===== config.mk =====
export PLATFORM = sky130hd
export DESIGN_NAME = mux16_to_1
export DESIGN_NICKNAME = d
export VERILOG_FILES = /design/src/rtl/mux16_to_1_pkg.sv /design/src/rtl/mux16_to_1_mux2_1.sv /design/src/rtl/mux16_to_1.sv
export SDC_FILE = /design/constraint.sdc
export NUM_CORES = 1
export LEC_CHECK = 0
export BUFFER_PORTS_ARGS = -buffer_cell sky130_fd_sc_hd__buf_2
export CAP_MARGIN = 40
export CORE_AREA = 2 2 445 447
export DETAILED_ROUTE_END_ITERATION = 7
export DIE_AREA = 0 0 447 449
export PLACE_DENSITY_LB_ADDON = 0.15
export SLEW_MARGIN = 20
export SYNTH_ARGS = -nofsm -noshare
export SYNTH_HDL_FRONTEND = slang
export SYNTH_SLANG_ARGS = --single-unit
export TNS_END_PERCENT = 100

===== constraint.sdc =====
create_clock -name clk -period 2.5 [get_ports clk]
set_clock_uncertainty 0.1 [all_clocks]
set_input_delay 0.125 -clock clk [delete_from_list [all_inputs] [get_ports clk]]
set_output_delay 0.125 -clock clk [all_outputs]
set_load 0.01 [all_outputs]

===== src/rtl/mux16_to_1_pkg.sv =====
// Shared definitions for the register-file read-port multiplexers.
// The 16:1 half-selector, the 32:1 read-port top and the register file all
// draw their word width and word type from here so they cannot drift apart.
package mux16_to_1_pkg;

  // Default data word width for the read path.
  localparam int DEFAULT_WIDTH = 64;

  // Number of words selected by one half-selector and the select width.
  localparam int NUM_WORDS = 16;
  localparam int SEL_BITS  = 4;

  // One register-file word at the default width.
  typedef logic [DEFAULT_WIDTH-1:0] word_t;

  // Number of words produced by tree level lvl (level 0 produces 8).
  function automatic int level_words(input int lvl);
    return NUM_WORDS >> (lvl + 1);
  endfunction

endpackage


===== src/rtl/mux16_to_1_mux2_1.sv =====
// 2:1 word multiplexer: the leaf cell of the read-port select tree.
// Passes i0 when sel is 0 and i1 when sel is 1. Purely combinational.
module mux2_1
  import mux16_to_1_pkg::*;
#(
  parameter int WIDTH = DEFAULT_WIDTH
) (
  input  logic [WIDTH-1:0] i0,
  input  logic [WIDTH-1:0] i1,
  input  logic             sel,
  output logic [WIDTH-1:0] out
);

  // Select between the two candidate words.
  always_comb begin
    out = sel ? i1 : i0;
  end

endmodule


===== src/rtl/mux16_to_1.sv =====
// 16:1 word multiplexer used as one half of the register-file 32:1 read port.
// Built as a 4-level binary tree of mux2_1 cells: level n is steered by
// sel[n], so the low select bit picks within adjacent word pairs first.
// out is the zero-latency tree output; out_q is a registered copy of it for
// pipelined consumers, one cycle behind out and cleared by reset.
// There is no handshake: out is valid whenever sel is known, and out_q is
// valid on every cycle after the first edge with reset high.
module mux16_to_1
  import mux16_to_1_pkg::*;
#(
  parameter int WIDTH = DEFAULT_WIDTH
) (
  input  logic                  clk,
  input  logic                  reset,
  input  logic [15:0][WIDTH-1:0] i,
  input  logic [3:0]            sel,
  output logic [WIDTH-1:0]      out,
  output logic [WIDTH-1:0]      out_q
);

  // Intermediate tree levels: 8, 4 and 2 words respectively.
  logic [7:0][WIDTH-1:0] lvl0;
  logic [3:0][WIDTH-1:0] lvl1;
  logic [1:0][WIDTH-1:0] lvl2;

  // Level 0: pair (i[2k], i[2k+1]) under sel[0].
  for (genvar k = 0; k < 8; k++) begin : g_lvl0
    mux2_1 #(.WIDTH(WIDTH)) u_mux (
      .i0  (i[2*k]),
      .i1  (i[2*k+1]),
      .sel (sel[0]),
      .out (lvl0[k])
    );
  end

  // Level 1: pair adjacent level-0 results under sel[1].
  for (genvar k = 0; k < 4; k++) begin : g_lvl1
    mux2_1 #(.WIDTH(WIDTH)) u_mux (
      .i0  (lvl0[2*k]),
      .i1  (lvl0[2*k+1]),
      .sel (sel[1]),
      .out (lvl1[k])
    );
  end

  // Level 2: pair adjacent level-1 results under sel[2].
  for (genvar k = 0; k < 2; k++) begin : g_lvl2
    mux2_1 #(.WIDTH(WIDTH)) u_mux (
      .i0  (lvl1[2*k]),
      .i1  (lvl1[2*k+1]),
      .sel (sel[2]),
      .out (lvl2[k])
    );
  end

  // Level 3: final choice between the two halves under sel[3].
  mux2_1 #(.WIDTH(WIDTH)) u_mux_root (
    .i0  (lvl2[0]),
    .i1  (lvl2[1]),
    .sel (sel[3]),
    .out (out)
  );

  // Registered copy of the tree output; reset only clears this register.
  always_ff @(posedge clk) begin
    if (reset) begin
      out_q <= '0;
    end else begin
      out_q <= out;
    end
  end

endmodule


# After elaboration in Yosys (flattened, before gate mapping)
# Index checks and enable logic that the tools add are counted.
# word_totals
regBits	64
in_bits	1030
out_inout_bits	128
wordCells	16
# classes
n_mux	15
# op_table
operator	count
$mux 64	15

# Logic depth before layout (Yosys ltp)
# Gate-level depths: netlist (run 1).
# depth
ltp_word	4
depth_mapped	6
mapped_depth_nobuf	3

# Cells and area by module
# Synthesis (run 1) repeated with hierarchy kept, for this count alone.
# unflattened
hier_cells	1200
hier_area_um2	18077.3
# by_module_without_submodules
module	instances	cells_per_inst	area_per_inst_um2	seq_area_each_um2
mux2_1	15	71	1077.3	0.0
mux16_to_1	1	135	1918.1	1281.2

# Least setup slack after synthesis (run 1)
# OpenSTA, ideal clock, no wires.
# synth_path
path_kind	input -> output
start	input port sel[2]
end	output port out[10]
arrival_ps	1359
required_time_ps	2275
slack_ps	916
cell_stages	5
path_buffers	2
path_cell_list	buf_6 buf_2 mux4_1 mux2i_1 a21oi_1
# synth_between
elab_chain_cells	2
elab_cells_between_ends	3
classes_between	mux: 3
# synth_lines
element	line	source
start, declared	mux16_to_1.sv:16	input logic [3:0] sel,
$mux 64	mux16_to_1_mux2_1.sv:16	out = sel ? i1 : i0;
$mux 64 (*)	mux16_to_1_mux2_1.sv:16	
end, declared	mux16_to_1.sv:17	output logic [WIDTH-1:0] out,
# Every way passes the cells marked *; elsewhere a longest branch is shown, timed or not.

# Final worst setup path (run 1)
# layout_path
start	input port sel[2]
end	output port out[7]
# The elaborated chain is that of the path after synthesis.

==> results of run 1 <==
[cell families (layout without fill, tap and decap cells)]
| logic type | Yosys count | count (layout) | synth area share, % |
|---|---|---|---|
| compound gates | 192 | 192 | 12.4 |
| buf+inv | 99 | 1301 | 7.18 |
| flops | 64 | 64 | 13.3 |
| mux | 320 | 320 | 67.0 |
| other cells | 0 | 46 | 0 |
| simple gates | 2 | 2 | 0.104 |
[path summary, 6_finish.rpt]
path	from	endpoint	depth (start not counted)
max	sel[2]	out[7]	8
min	i[220]	out_q[28]$_SDFF_PP0_	4
[synthesized netlist by cell type, drive strengths merged]
master / count
mux4: 256
buf: 69
a211oi: 64
a21oi: 64
dfxtp: 64
mux2i: 64
o22ai: 64
clkbuf: 29
inv: 1
nand2: 1
nand2b: 1
[through the flow]
step | cells | hold slack [ns] | setup slack [ns]
2_1_floorplan | 677 | 0.329 | 0.916
3_3_place_gp | 4501 | 0.424 | -0.408
3_5_place_dp | 4503 | 0.427 | -0.287
4_1_cts | 4519 | 0.137 | 0.00586
5_1_grt | 4533 | 0.221 | 0.0256
6_report | 4565 | 0.217 | 0.139
[final cells by class]
class | instances | area (um2) | area share (%)
Sequential cell | 64 | 1280 | 6.46
Multi-Input combinational cell | 514 | 7740 | 39.0
Inverter | 1 | 8.76 | 0.0442
Timing Repair Buffer | 1284 | 7070 | 35.7
Clock inverter | 6 | 67.6 | 0.341
Antenna cell | 46 | 115 | 0.581
Clock buffer | 10 | 239 | 1.21
Tap cell | 2640 | 3300 | 16.7
[what timing repair did]
| action | CTS | global route |
|---|---|---|
| endpoints found under the setup margin | 4 | 2 |
| hold endpoints to repair | 0 | 0 |
| hold buffers | 0 | 0 |
| gates resized for setup | 5 | 2 |
| pin swaps | 0 | 0 |
| cloned | 0 | 0 |
[power by group]
part | internal (mW) | total (mW) | switching, mW
logic | 1.81 | 3.98 | 2.17
registers | 1.12 | 1.17 | 0.0417
clock network | 0.807 | 1.69 | 0.882
total | 3.74 | 6.84 | 3.09
[metal layers]
layer  global-route usage [%]  share of wire (%)  vias to the layer above
met4                     2.88                1.7                       82
met2                     25.3                 48                      989
met1                     18.7                 40                     7174
li1                         -                  -                     5591
met3                     4.70                9.4                      271
met5                        0               0.35                        -
[critical path, delay by kind of cell]
| family | cells | cell delay (ns) |
|---|---|---|
| buffers and inverters | 5 | 0.95 |
| muxes | 2 | 0.81 |
| AOI/OAI and AO/OA | 1 | 0.21 |
==> impl_metrics.toml, run 1 <==
[route]
firstDrtPassIters = 5
via_per_inst = 3.09
drtAntennaViolNets = 0
vias = 14100
routedWlPerCell_um = 34.3
drtIter0Drc = 1155
totalWireLength_um = 156000
drc = 0

[setup_path]
end_kind = "primary output"
crit_arrival_ns = 2.14
setup.worst_path.start_class = "primary input"
worstSetupPathType = "in2out"
critical_path_required_ns = 2.28
critical_path.max_stage_delay_ns = 0.57
cpMostUsedCell = "buf_4"
cp_max_fo = 17
worst_path_max_delay_cell = "mux4_2"
path_cells = "buf_8, buf_12, buf_4, mux4_2, mux2i_2, buf_4, a21oi_1, buf_2"

[grt]
grt_usage_pct = 15.0
antenna_found_initial = 180
grt_pass1_vias = 14200
grt-ovfl-total = 0
grt_max_degree = 39
grt_pass1_wl_um = 187000

[final_layout]
area_delta_synth_final_pct = 105
utilization_pct = 10.1
drive_gt1_share_pct = 82.3
largest_register = "out_q"
largestRegisters = "out_q (64)"
postLayoutCellArea_mm2 = 0.0198
fillers = 22900
nets = 2904
layout_common_cells = "1153 x buf_2, 238 x mux4_2, 104 x buf_4"
largest_reg_flops = 64
layout_commonest_cell = "buf_2"

[power_and_ir_drop]
finalPower_mw = 6.84
power.density_mw_per_mm2 = 345
p_leak_nw = 8.36
vdd_ir_drop_max_mv = 0.240

[placed_design]
dpl_cell_area_mm2 = 0.0194
dp_hpwl_um = 143000
numPortBuffers = 1157
gp_congestion = 0.936

[status]
status = "finished, final reports clean"

[worst_hold_path]
min_path_type = "in2reg"

[die]
fp-row-count = 163
io_pins = 1158
coreArea_mm2 = 0.196
die_w_um = 447
initial_core_util_pct = 4.92
chipHeight_um = 449
dieArea_mm2 = 0.201

[clock_tree]
cts_tree = "done"
cts_buffers = 9
clkTransAtPathRegs_ns = 0.08
cts_setup_buffers = 0
max-clock-path-buffers = 2
cts_root_buffer = "clkbuf_16"
htreeDepth = 3
clock-sinks = 64

[synth]
syn_area_mm2 = 0.00966
synth.area.top_cells = "mux4_2 55%, dfxtp_1 13%, mux2i_1 6.6%"
yosysWarnings = 0
netlist_instances = 677
yosys.area.top_type_share_pct = 55.5
netlist.top_cell.by_area = "mux4_2"
synth.distinct_cells = 17
ys_seq_area_share_pct = 13.3
ys_ff_latch = 64
avgSynthCellArea_um2 = 14.3
synth_nets = 1707

[timing]
slew_headroom_pct = 39.7
final.min_clock_period_ns = 2.36
clock.fmax_mhz = 424
rsz0062_at_grt = "false"
setup_viol = 0
fin_tns_setup_ns = 0
finalCritPeriodShare_pct = 94.4
slew_viol_final = 0
hold_viol = 0
tightest_slew_ns = 0.905

[run]
drv_cap = 0
(Power assumes the default switching activity.)
==> run 2, diff against run 1 <==
--- a/config.mk
+++ b/config.mk
@@ -11,6 +11,7 @@
 export DETAILED_ROUTE_END_ITERATION = 7
 export DIE_AREA = 0 0 447 449
 export PLACE_DENSITY_LB_ADDON = 0.15
+export SETUP_SLACK_MARGIN = 0.4
 export SLEW_MARGIN = 20
 export SYNTH_ARGS = -nofsm -noshare
 export SYNTH_HDL_FRONTEND = slang
==> impl_metrics.toml, run 2 (same netlist as run 1, synthesis figures left out) <==
[status]
status = "finished, final reports clean"

[worst_hold_path]
min_path_type = "in2reg"
hp-start = "i[600]"
hold-path-endpoint = "out_q[24]$_SDFF_PP0_"
holdPathStages = 4

[route]
totalWireLength_um = 160000
firstDrtPassIters = 5
via_per_inst = 3.13
drc = 0
routedWlPerCell_um = 34.7
drtIter0Drc = 1164
drtAntennaViolNets = 0
vias = 14400

[timing]
slew_viol_final = 0
slew_headroom_pct = 46.9
rsz0062_at_grt = "true"
finalCritPeriodShare_pct = 87.5
final.min_clock_period_ns = 2.19
tightest_slew_ns = 0.796
clock.fmax_mhz = 457
hold_viol = 0
setup_viol = 0
hold_ws_ns = 0.205

[final_layout]
fillers = 22800
largestRegisters = "out_q (64)"
layout_commonest_cell = "buf_2"
largest_register = "out_q"
area_delta_synth_final_pct = 125
layout_common_cells = "1141 x buf_2, 244 x mux4_2, 113 x buf_4, 64 x a211oi_1, 64 x dfxtp_1"
nets = 2961
largest_reg_flops = 64
drive_gt1_share_pct = 88.4

[die]
dieArea_mm2 = 0.201
io_pins = 1158
chipHeight_um = 449
coreArea_mm2 = 0.196
die_w_um = 447
initial_core_util_pct = 4.92
fp-row-count = 163

[power_and_ir_drop]
power.density_mw_per_mm2 = 341
p_leak_nw = 8.95
finalPower_mw = 7.41
vdd_ir_drop_max_mv = 0.241

[clock_tree]
cts_hold_buf = 0
max-clock-path-buffers = 2
cts_buffers = 9
clkTransAtPathRegs_ns = 0.09
cts_root_buffer = "clkbuf_16"
clock-sinks = 64
htreeDepth = 3
cts_tree = "done"

[setup_path]
cp_max_fo = 8
path_delay_family = "buffers and inverters"
worstSetupPathType = "in2out"
setup.worst_path.start_class = "primary input"
critical_path.max_stage_delay_ns = 0.53
worst_path_max_delay_cell = "mux4_2"
end_kind = "primary output"
crit_arrival_ns = 1.96
crit_buf_inv = 6
cpMostUsedCell = "buf_16"
critical_path_required_ns = 2.28
path_cells = "buf_16, buf_16, buf_16, buf_6, mux4_2, o22ai_2, buf_6, a21oi_2, buf_2"

[grt]
grt_util_met1_pct = 19.1
grt_pass1_vias = 14300
grt-busiest-layer = "met2"
grt_max_degree = 39
antenna_found_initial = 180
grtUsageMet3_pct = 4.68
use_met2_pct = 25.7
grt-ovfl-total = 0
grt_pass1_wl_um = 189000
grt_usage_pct = 15.2

[placed_design]
numPortBuffers = 1157
gp_congestion = 0.936
dp_hpwl_um = 143000

[run]
drv_cap = 0
==> run 2: cell count changes in the layout (fill, tap and decap cells not counted), moves of 10 or more <==
| cell | previous run | this run |
|---|---|---|
| o22ai_1 | 63 | 18 |
| a21oi_2 | 0 | 18 |
| buf_2 | 1153 | 1141 |
| diode_2 | 46 | 32 |
| a21oi_1 | 64 | 39 |
| mux2i_4 | 2 | 28 |
| o22ai_2 | 1 | 35 |
| clkbuf_16 | 9 | 19 |
| o22ai_4 | 0 | 11 |
| mux2i_1 | 60 | 28 |
| buf_6 | 1 | 31 |
| buf_16 | 0 | 15 |
==> run 2: cell type report <==
| type | count | area (um2) | share of cell area, % |
|---|---|---|---|
| flip-flops and latches | 64 | 1280 | 5.90 |
| clock inverters | 6 | 67.6 | 0.311 |
| inverters | 1 | 8.76 | 0.0403 |
| multi-input cells | 514 | 8570 | 39.5 |
| well taps | 2640 | 3300 | 15.2 |
| repair buffers | 1341 | 8160 | 37.6 |
| diodes | 32 | 80.1 | 0.369 |
| clock buffers | 10 | 239 | 1.10 |
==> run 2: routing by layer <==
layer	wire length [um]	part of all wire, %
met5	527	0.33
met3	14300	8.9
met2	77100	48
met4	2770	1.7
met1	65300	41
==> run 2: how the worst max path moves through the flow <==
stage | endpoint | start | slack (ns) | cells past startpoint
after detailed placement | out[6] | sel[2] | -0.29 | 9
final | out[55] | sel[2] | 0.31 | 9
after floorplan | out[10] | sel[2] | 0.92 | 5
after global placement | out[6] | sel[2] | -0.41 | 8
after global routing | out[55] | sel[2] | 0.29 | 9
after CTS | out[62] | sel[2] | 0.26 | 9
==> run 2: through the flow <==
step	setup TNS, ns	instance area (um2)	setup slack, ns	instances	utilization (%)
floorplan	0	9660	0.916	677	-
global placement	-0.606	19400	-0.408	4501	9.86
detailed placement	-0.356	19400	-0.287	4503	9.87
CTS	0	20600	0.264	4543	10.5
global route	0	21700	0.291	4589	11.0
finish	0	21700	0.313	4608	11.1
==> run 2: repair_timing <==
| action | CTS | global route |
|---|---|---|
| resized for setup | 130 | 112 |
| hold endpoints to repair | 0 | 0 |
| gates cloned | 5 | 10 |
| setup endpoints to repair | 57 | 58 |
| buffers inserted | 19 | 23 |
| pin swaps | 3 | 13 |
==> run 2: power by group <==
part	internal (mW)	total (mW)	leakage (nW)	switching (mW)
Clock	0.807	1.69	0.145	0.884
Combinational	2.16	4.55	8.27	2.39
Sequential	1.12	1.17	0.535	0.0421
